==> src/rtl/dot_seq.sv <==
// -----------------------------------------------------------------------------
// dot_seq : dot-product sequencer feeding a signed 8x8 multiply-accumulate.
//
// On start it clears the MAC, reads len operand pairs from two synchronous-read
// memories (one pair per cycle), presents them to the MAC through a registered,
// valid-gated operand stage, waits for the last product to land in the
// accumulator, then captures the accumulator into result and pulses done.
//
// Ports
//   clk, rst_n        clock, asynchronous active-low reset
//   start, len        request a dot product of len pairs (len = 0 allowed)
//   busy, done        sequencer active / one-cycle result-valid pulse
//   result            captured 26-bit accumulator, held until the next done
//   addr, rd_en       shared read address and strobe for mem_a / mem_b
//   rdata_a, rdata_b  signed memory data, valid the cycle after rd_en
//   mac_in1, mac_in2  registered signed MAC operands, zero when not valid
//   mac_clr_n         synchronous active-low accumulator clear
//   mac_acc           MAC accumulator
// -----------------------------------------------------------------------------
module dot_seq #(
    parameter int ADDR_W = 5
) (
    input  logic                clk,
    input  logic                rst_n,
    input  logic                start,
    input  logic [ADDR_W:0]     len,
    output logic                busy,
    output logic                done,
    output logic signed [25:0]  result,
    output logic [ADDR_W-1:0]   addr,
    output logic                rd_en,
    input  logic signed [7:0]   rdata_a,
    input  logic signed [7:0]   rdata_b,
    output logic signed [7:0]   mac_in1,
    output logic signed [7:0]   mac_in2,
    output logic                mac_clr_n,
    input  logic signed [25:0]  mac_acc
);

    typedef enum logic [2:0] {
        S_IDLE,
        S_CLR,
        S_RUN,
        S_DRAIN,
        S_DONE
    } state_t;

    state_t                 state_q, state_d;
    logic [ADDR_W:0]        len_q, len_d;
    logic [ADDR_W:0]        cnt_q, cnt_d;      // pairs issued so far
    logic [ADDR_W-1:0]      addr_q, addr_d;
    logic                   rd_en_q, rd_en_d;
    logic                   clr_n_q, clr_n_d;
    logic signed [25:0]     result_q, result_d;

    logic                   vld_p1_q, vld_p1_d; // memory data valid
    logic                   vld_p2_q, vld_p2_d; // MAC operands valid
    logic signed [7:0]      mac_in1_q, mac_in1_d;
    logic signed [7:0]      mac_in2_q, mac_in2_d;

    // Control: the memory-side outputs are registered and decided one cycle
    // ahead, so they line up with the state they belong to.
    always_comb begin
        state_d  = state_q;
        len_d    = len_q;
        cnt_d    = cnt_q;
        addr_d   = addr_q;
        rd_en_d  = 1'b0;
        clr_n_d  = 1'b1;
        result_d = result_q;

        case (state_q)
            S_IDLE: begin
                if (start) begin
                    if (len == '0) begin
                        result_d = '0;
                        state_d  = S_DONE;
                    end else begin
                        len_d   = len;
                        cnt_d   = {{ADDR_W{1'b0}}, 1'b1};
                        addr_d  = '0;
                        rd_en_d = 1'b1;
                        clr_n_d = 1'b0;
                        state_d = S_CLR;
                    end
                end
            end
            // CLR issues index 0; it and RUN share the issue logic.
            S_CLR, S_RUN: begin
                if (cnt_q == len_q) begin
                    state_d = S_DRAIN;
                end else begin
                    rd_en_d = 1'b1;
                    addr_d  = cnt_q[ADDR_W-1:0];
                    cnt_d   = cnt_q + 1'b1;
                    state_d = S_RUN;
                end
            end
            // Once neither pipeline stage holds a pair, the accumulator
            // already contains the final product.
            S_DRAIN: begin
                if (!vld_p1_q && !vld_p2_q) begin
                    result_d = mac_acc;
                    state_d  = S_DONE;
                end
            end
            S_DONE: begin
                state_d = S_IDLE;
            end
            default: begin
                state_d = S_IDLE;
            end
        endcase
    end

    // Datapath: gating with valid keeps the MAC's free-running accumulate
    // from picking up stale memory data.
    always_comb begin
        vld_p1_d  = rd_en_q;
        vld_p2_d  = vld_p1_q;
        mac_in1_d = vld_p1_q ? rdata_a : 8'sd0;
        mac_in2_d = vld_p1_q ? rdata_b : 8'sd0;
    end

    always_ff @(posedge clk or negedge rst_n) begin
        if (!rst_n) begin
            state_q   <= S_IDLE;
            len_q     <= '0;
            cnt_q     <= '0;
            addr_q    <= '0;
            rd_en_q   <= 1'b0;
            clr_n_q   <= 1'b1;
            result_q  <= '0;
            vld_p1_q  <= 1'b0;
            vld_p2_q  <= 1'b0;
            mac_in1_q <= '0;
            mac_in2_q <= '0;
        end else begin
            state_q   <= state_d;
            len_q     <= len_d;
            cnt_q     <= cnt_d;
            addr_q    <= addr_d;
            rd_en_q   <= rd_en_d;
            clr_n_q   <= clr_n_d;
            result_q  <= result_d;
            vld_p1_q  <= vld_p1_d;
            vld_p2_q  <= vld_p2_d;
            mac_in1_q <= mac_in1_d;
            mac_in2_q <= mac_in2_d;
        end
    end

    assign busy      = (state_q == S_CLR) || (state_q == S_RUN) || (state_q == S_DRAIN);
    assign done      = (state_q == S_DONE);
    assign result    = result_q;
    assign addr      = addr_q;
    assign rd_en     = rd_en_q;
    assign mac_clr_n = clr_n_q;
    assign mac_in1   = mac_in1_q;
    assign mac_in2   = mac_in2_q;

endmodule

==> config.mk <==
export PLATFORM = sky130hd
export DESIGN_NAME = dot_seq
export DESIGN_NICKNAME = d
export VERILOG_FILES = /design/src/rtl/dot_seq.sv
export SDC_FILE = /design/constraint.sdc
export NUM_CORES = 1
export LEC_CHECK = 0
export ABC_AREA = 1
export CAP_MARGIN = 40
export CORE_ASPECT_RATIO = 1.4
export CORE_MARGIN = 1
export CORE_UTILIZATION = 45
export DETAILED_ROUTE_END_ITERATION = 12
export PLACE_DENSITY = 0.8
export SLEW_MARGIN = 20
export SYNTH_ARGS = -nofsm -noshare
export SYNTH_HDL_FRONTEND = slang
export SYNTH_SLANG_ARGS = --single-unit
==> constraint.sdc <==
create_clock -name clk -period 1.8 [get_ports clk]
set_clock_uncertainty 0.1 [all_clocks]
set_input_delay 0.36 -clock clk [delete_from_list [all_inputs] [get_ports clk]]
set_output_delay 0.36 -clock clk [all_outputs]
set_load 0.005 [all_outputs]
==> flow_metrics.tcl, run 1 <==
set metrics [dict create \
    wl_um 6710 \
    cts_buffer_depth 2 \
    insertedDiodeCount 0 \
    synth_area_um2 2930 \
    crit_type "flip-flop to output pin" \
    netlist_instances 332 \
    final-hold-violation-count 0 \
    gr-total-overflow 0 \
    cpMostUsedCell "nor2_1" \
    p_leak_nw 2.17 \
    outcome "completed" \
    multi_input_comb_area_um2 1010 \
    critPathRequiredTime_ps 1340 \
    power.density_nw_per_um2 1510 \
    maxCapViolCount 0 \
    antenna_found_initial 0 \
    track_usage_pct 21.4 \
    hpwl_um 4770 \
    whs_ps 300 \
    path_clk_slew_ps 70 \
    drtIter0Drc 189 \
    cts_root_buffer "clkbuf_8" \
    gp_congestion 0.851 \
    slowest_delay_ps 390 \
    ir_drop_mv 0.845 \
    die_h_um 97.4 \
    ys_ff_latch 66 \
    syn_nets 384 \
    core-area_um2 6250 \
    hold_class "flip-flop to flip-flop" \
    min_period_ps 1700 \
    nets 502 \
    htree_levels 3 \
    r2r_slack_ps 210 \
    setup_violations 0 \
    vias_per_cell 4.73 \
    cts_buffers 9 \
    dieArea_um2 6830 \
    cpMaxStageDelayCell "dfrtp_1" \
    worst_slew_pin_slew_ps 497 \
    area_delta_synth_final_pct 48.9 \
    grt_pass1_vias 2532 \
    wl_per_cell_um 12.7 \
    synth_warnings 0 \
    crit_arrival_ps 1240 \
    grt_max_degree 30 \
    instances_no_fill 527 \
    crit_family "flip-flops" \
    portBuffers 101 \
    num_vias 2495 \
    rsz0062_at_grt "false" \
    start_util_pct 46.8 \
    cts.sinks 66 \
    clk_latency_ps 330 \
    drcViolationCount 0 \
    synth_cell_type_count 24 \
    dr.pass1.iters 6 \
    cp_max_fo 3 \
    fmax_mhz 588 \
    ff_latch_area_um2 1650 \
    drive_above_1_share_pct 15.6 \
    seq_area_frac_synth_pct 56.5 \
    cp-end-kind "output pin" \
    path_cells "nor2_1 -> nor2_1 -> dlygate4sd2_1" \
    grt_pass1_wl_um 11600 \
    syn_avg_cell_area_um2 8.81 \
    die_w_um 70.1 \
    num_rows 34 \
    slew_viol_final 0 \
    slew_headroom_pct 66.8 \
    cts_tree "done" \
    io_pins 102 \
    final_antenna_net_count 0 \
    period_share_pct 94.4 \
    dp.cells 509 \
    worst-path-buf-inv 1 \
    cp-start-kind "flip-flop" \
    fill_cells 501 \
]
==> state kept, by name, summed over array words and instances (netlist names) <==
name       flops
addr           5
cnt_q          6
len_q          6
mac_clr_n      1
mac_in1        8
mac_in2        8
rd_en          1
result        26
state_q        3
vld_p1_q       1
vld_p2_q       1
==> worst paths after layout <==
| kind | startpoint | to | depth (start not counted) |
|---|---|---|---|
| setup / recovery | state_q[0] | busy | 3 |
| hold / removal | rd_en | vld_p1_q | 0 |
| setup reg to reg | state_q[2] | result[19] | 10 |
| hold reg to reg | rd_en | vld_p1_q | 0 |
| max in group asynchronous | rst_n | mac_in2[4] | 3 |
| min in group asynchronous | rst_n | result[22] | 2 |
==> cells in the final DEF, fill, tap and decap left out, drive strengths merged, types with 2 or more instances in the layout <==
| master | count |
|---|---|
| clkdlybuf4s50 | 97 |
| dlygate4sd2 | 2 |
| o21ai | 30 |
| dfrtp | 65 |
| inv | 40 |
| clkbuf | 13 |
| nand4 | 2 |
| nor3b | 2 |
| nor2 | 20 |
| nand2 | 136 |
| bufinv | 3 |
| buf | 20 |
| nor3 | 2 |
| nand3 | 18 |
==> per-stage QoR <==
step,setup slack (ps),power [mW],cell area [um^2],utilization (%),TNS (ps)
2_1_floorplan,336,3.92,2930,-,0
3_3_place_gp,-9.02,4.97,4090,65.5,-108
3_5_place_dp,-38.5,5.07,4090,65.5,-813
4_1_cts,76.2,6.65,4360,69.7,0
5_1_grt,14.1,7.06,4360,69.7,0
6_report,100,6.58,4360,69.7,0
==> synth_stat cells, drive strengths merged <==
library cell | instances | area, um^2
nor3 | 2 | 10.0
nand3 | 18 | 90.1
o21ai | 30 | 251
dfstp | 1 | 26.3
nand4 | 2 | 12.5
buf | 9 | 83.8
dfrtp | 65 | 1630
clkbuf | 5 | 28.8
inv | 40 | 150
nand2 | 136 | 526
nor2 | 20 | 85.1
ha | 1 | 12.5
a21boi | 1 | 7.51
nor3b | 2 | 15.0
==> cells by family (layout without fill, tap and decap cells) <==
kind of cell,Yosys count,in the layout,synth area share [%]
compound gates,31,31,8.85
fa+ha+maj,1,1,0.428
buf+inv,54,177,8.98
flops,66,66,56.5
simple gates,180,180,25.2
==> power by group <==
part	total, mW	internal (mW)	leakage [nW]	switching [mW]
Clock	1.55	0.997	0.123	0.555
Combinational	2.84	1.29	1.18	1.55
Sequential	2.19	1.93	0.869	0.257
==> metal layers <==
metal	track usage [%]	routed length (um)	vias up
met2	36.0	3430	77
met5	0	0	-
met3	5.50	372	8
met1	26.0	2830	1165
li1	-	-	1245
met4	8.77	78	0
==> what timing repair did <==
item / 4_1_cts / 5_1_grt
buffers inserted: 1 / 0
pin swaps: 0 / 0
endpoints found under the hold margin: 16 / 0
hold buffers: 1 / 0
setup endpoints to repair: 3 / 1
resized for setup: 3 / 2
==> area by class of cell <==
| type | count | share of cell area [%] |
|---|---|---|
| clock buffer | 12 | 3.56 |
| inverter | 40 | 3.45 |
| clock inverter | 4 | 2.24 |
| sequential | 66 | 37.9 |
| timing repair buffer | 121 | 27.6 |
| tap | 72 | 2.07 |
| multi-input combinational | 212 | 23.2 |
No activity file was read; power rests on OpenSTA's default activity.
==> inputs of run 2 (changes only) <==
- RECOVER_POWER: default -> 50
==> run 2 against run 1 <==
  * Cell area down 1.1%
  * Sequential power about the same
  * Wire length rose by 0.25%
  * Register-to-register slack worse by 50 ps
  * Sequential cell count unchanged
  * Clock power about the same
  * Critical path depth did not move
  * Setup slack improved by 0.64 ps
  * Global-route usage stayed put
  * Count of clock-buffer cells in the layout is the same
  * Final cell count is the same
  * Critical endpoint unchanged
  * Largest cell class unchanged
==> flow_metrics.tcl, run 2 (synthesized netlist as in run 1, its figures left out) <==
set metrics [dict create \
    drive_above_1_share_pct 14.9 \
    wl_um 6730 \
    path_clk_slew_ps 70 \
    cp-start-kind "flip-flop" \
    num_rows 34 \
    instances_no_fill 527 \
    htree_levels 3 \
    path_cells "nor2_1 -> nor2_1 -> dlygate4sd2_1" \
    cp_max_fo 3 \
    r2r_start "state_q[2]" \
    use_met1_pct 26.0 \
    crit_arrival_ps 1240 \
    gr-total-overflow 0 \
    track_usage_pct 21.4 \
    slowest_delay_ps 390 \
    wl_per_cell_um 12.8 \
    rsz0062_at_grt "false" \
    slew_headroom_pct 54.7 \
    gp_congestion 0.851 \
    drtIter0Drc 187 \
    grt_pass1_vias 2532 \
    grt_max_degree 30 \
    fmax_mhz 588 \
    layout_commonest_cell "nand2_1" \
    use_met3_pct 5.50 \
    hold_class "flip-flop to flip-flop" \
    drcViolationCount 0 \
    fill_cells 510 \
    crit_type "flip-flop to output pin" \
    cts.sinks 66 \
    r2r_slack_ps 160 \
    clk_latency_ps 330 \
    cp-end-kind "output pin" \
    period_share_pct 94.4 \
    start_util_pct 46.8 \
    nets 502 \
    portBuffers 101 \
    final_cell_mix "132 x nand2_1, 97 x clkdlybuf4s50_1, 65 x dfrtp_1" \
    fin_ws_ps 101 \
    num_vias 2500 \
    die_h_um 97.4 \
    vias_per_cell 4.74 \
    post-place-ws_ps -38.5 \
    power.density_nw_per_um2 1510 \
    largest_reg_flops 26 \
    reg2reg_depth 11 \
    global_route.usage.met2_pct 36.0 \
    whs_ps 302 \
    worst_slew_pin_slew_ps 679 \
    ir_drop_mv 0.838 \
    timing.rr.end "result[1]" \
    setup-tns-final_ps 0 \
    dieArea_um2 6830 \
    die_w_um 70.1 \
    min_to "vld_p1_q" \
    hpwl_um 4770 \
    io_pins 102 \
    min_path_cells 0 \
    maxCapViolCount 0 \
    slew_viol_final 0 \
    busiest_layer "met2" \
    min_from "rd_en" \
    antenna_found_initial 0 \
    p_leak_nw 2.15 \
    insertedDiodeCount 0 \
    cts_tree "done" \
    cpMostUsedCell "nor2_1" \
    dr.pass1.iters 4 \
    dp.cells 509 \
    core-area_um2 6250 \
    setup_violations 0 \
    cts_root_buffer "clkbuf_8" \
    area_delta_synth_final_pct 47.3 \
    critPathRequiredTime_ps 1340 \
    fin_util_pct 68.9 \
    min_period_ps 1700 \
    final_antenna_net_count 0 \
    cpMaxStageDelayCell "dfrtp_1" \
    final-hold-violation-count 0 \
    grt_pass1_wl_um 11600 \
    outcome "completed" \
    cts_buffers 9 \
    cts_buffer_depth 2 \
]
## run 2: cell types whose count changed in the layout (fill, tap and decap cells not counted), sizes merged
| cell | delta |
|---|---|
| buf | -6 |
| clkbuf | +6 |
## run 2: routing by layer
layer / share of wire (%) / wire (um)
met5: 0 / 0
met3: 5.6 / 374
met1: 42 / 2840
met4: 1.4 / 94
met2: 51 / 3420
## run 2: worst max-delay path by stage
stage | slack, ps | end | cells past startpoint | from
2_1_floorplan | 340 | result[10] | 8 | vld_p1_q
3_3_place_gp | -9 | result[13] | 9 | start
3_5_place_dp | -40 | addr[0] | 9 | len[1]
4_1_cts | 80 | done | 4 | state_q[2]
5_1_grt | 10 | busy | 3 | state_q[1]
6_report | 100 | busy | 3 | state_q[0]
## run 2: report_power, final
group	total, mW	internal, mW	leakage (nW)	switching [mW]
Sequential	2.18	1.93	0.869	0.256
Combinational	2.77	1.23	1.16	1.54
Clock	1.55	0.997	0.123	0.554
## run 2: timing repair
| action | 4_1_cts | 5_1_grt |
|---|---|---|
| setup buffers | 1 | 0 |
| endpoints found under the setup margin | 3 | 1 |
| hold buffers | 1 | 0 |
| resized for setup | 3 | 2 |
| endpoints found under the hold margin | 16 | 0 |
## run 2: area by class of cell
cell class / count / area (um^2) / share of cell area [%]
flip-flops and latches: 66 / 1650 / 38.3
repair buffers: 121 / 1150 / 26.8
multi-input cells: 212 / 1010 / 23.4
clock buffers: 12 / 155 / 3.60
inverters: 40 / 150 / 3.48
clock inverters: 4 / 97.6 / 2.26
well taps: 72 / 90.1 / 2.09
## run 2: per-stage QoR
stage                     instance area [um^2]  power, mW
after global routing                      4310       6.98
after global placement                    4090       4.97
after floorplan                           2930       3.92
final                                     4310       6.50
after detailed placement                  4090       5.07
after CTS                                 4360       6.65
## run 2: worst max-delay path: cells and delay by family, from the launching register on
kind / cells / cell delay, ps
flops: 1 / 390
simple gates: 2 / 240
buf+inv: 1 / 270
==> inputs of run 3 (changes only) <==
- RECOVER_POWER: 50 -> default
==> results of run 3 <==
The final DEF is identical to that of run 1; final timing and power are the same.
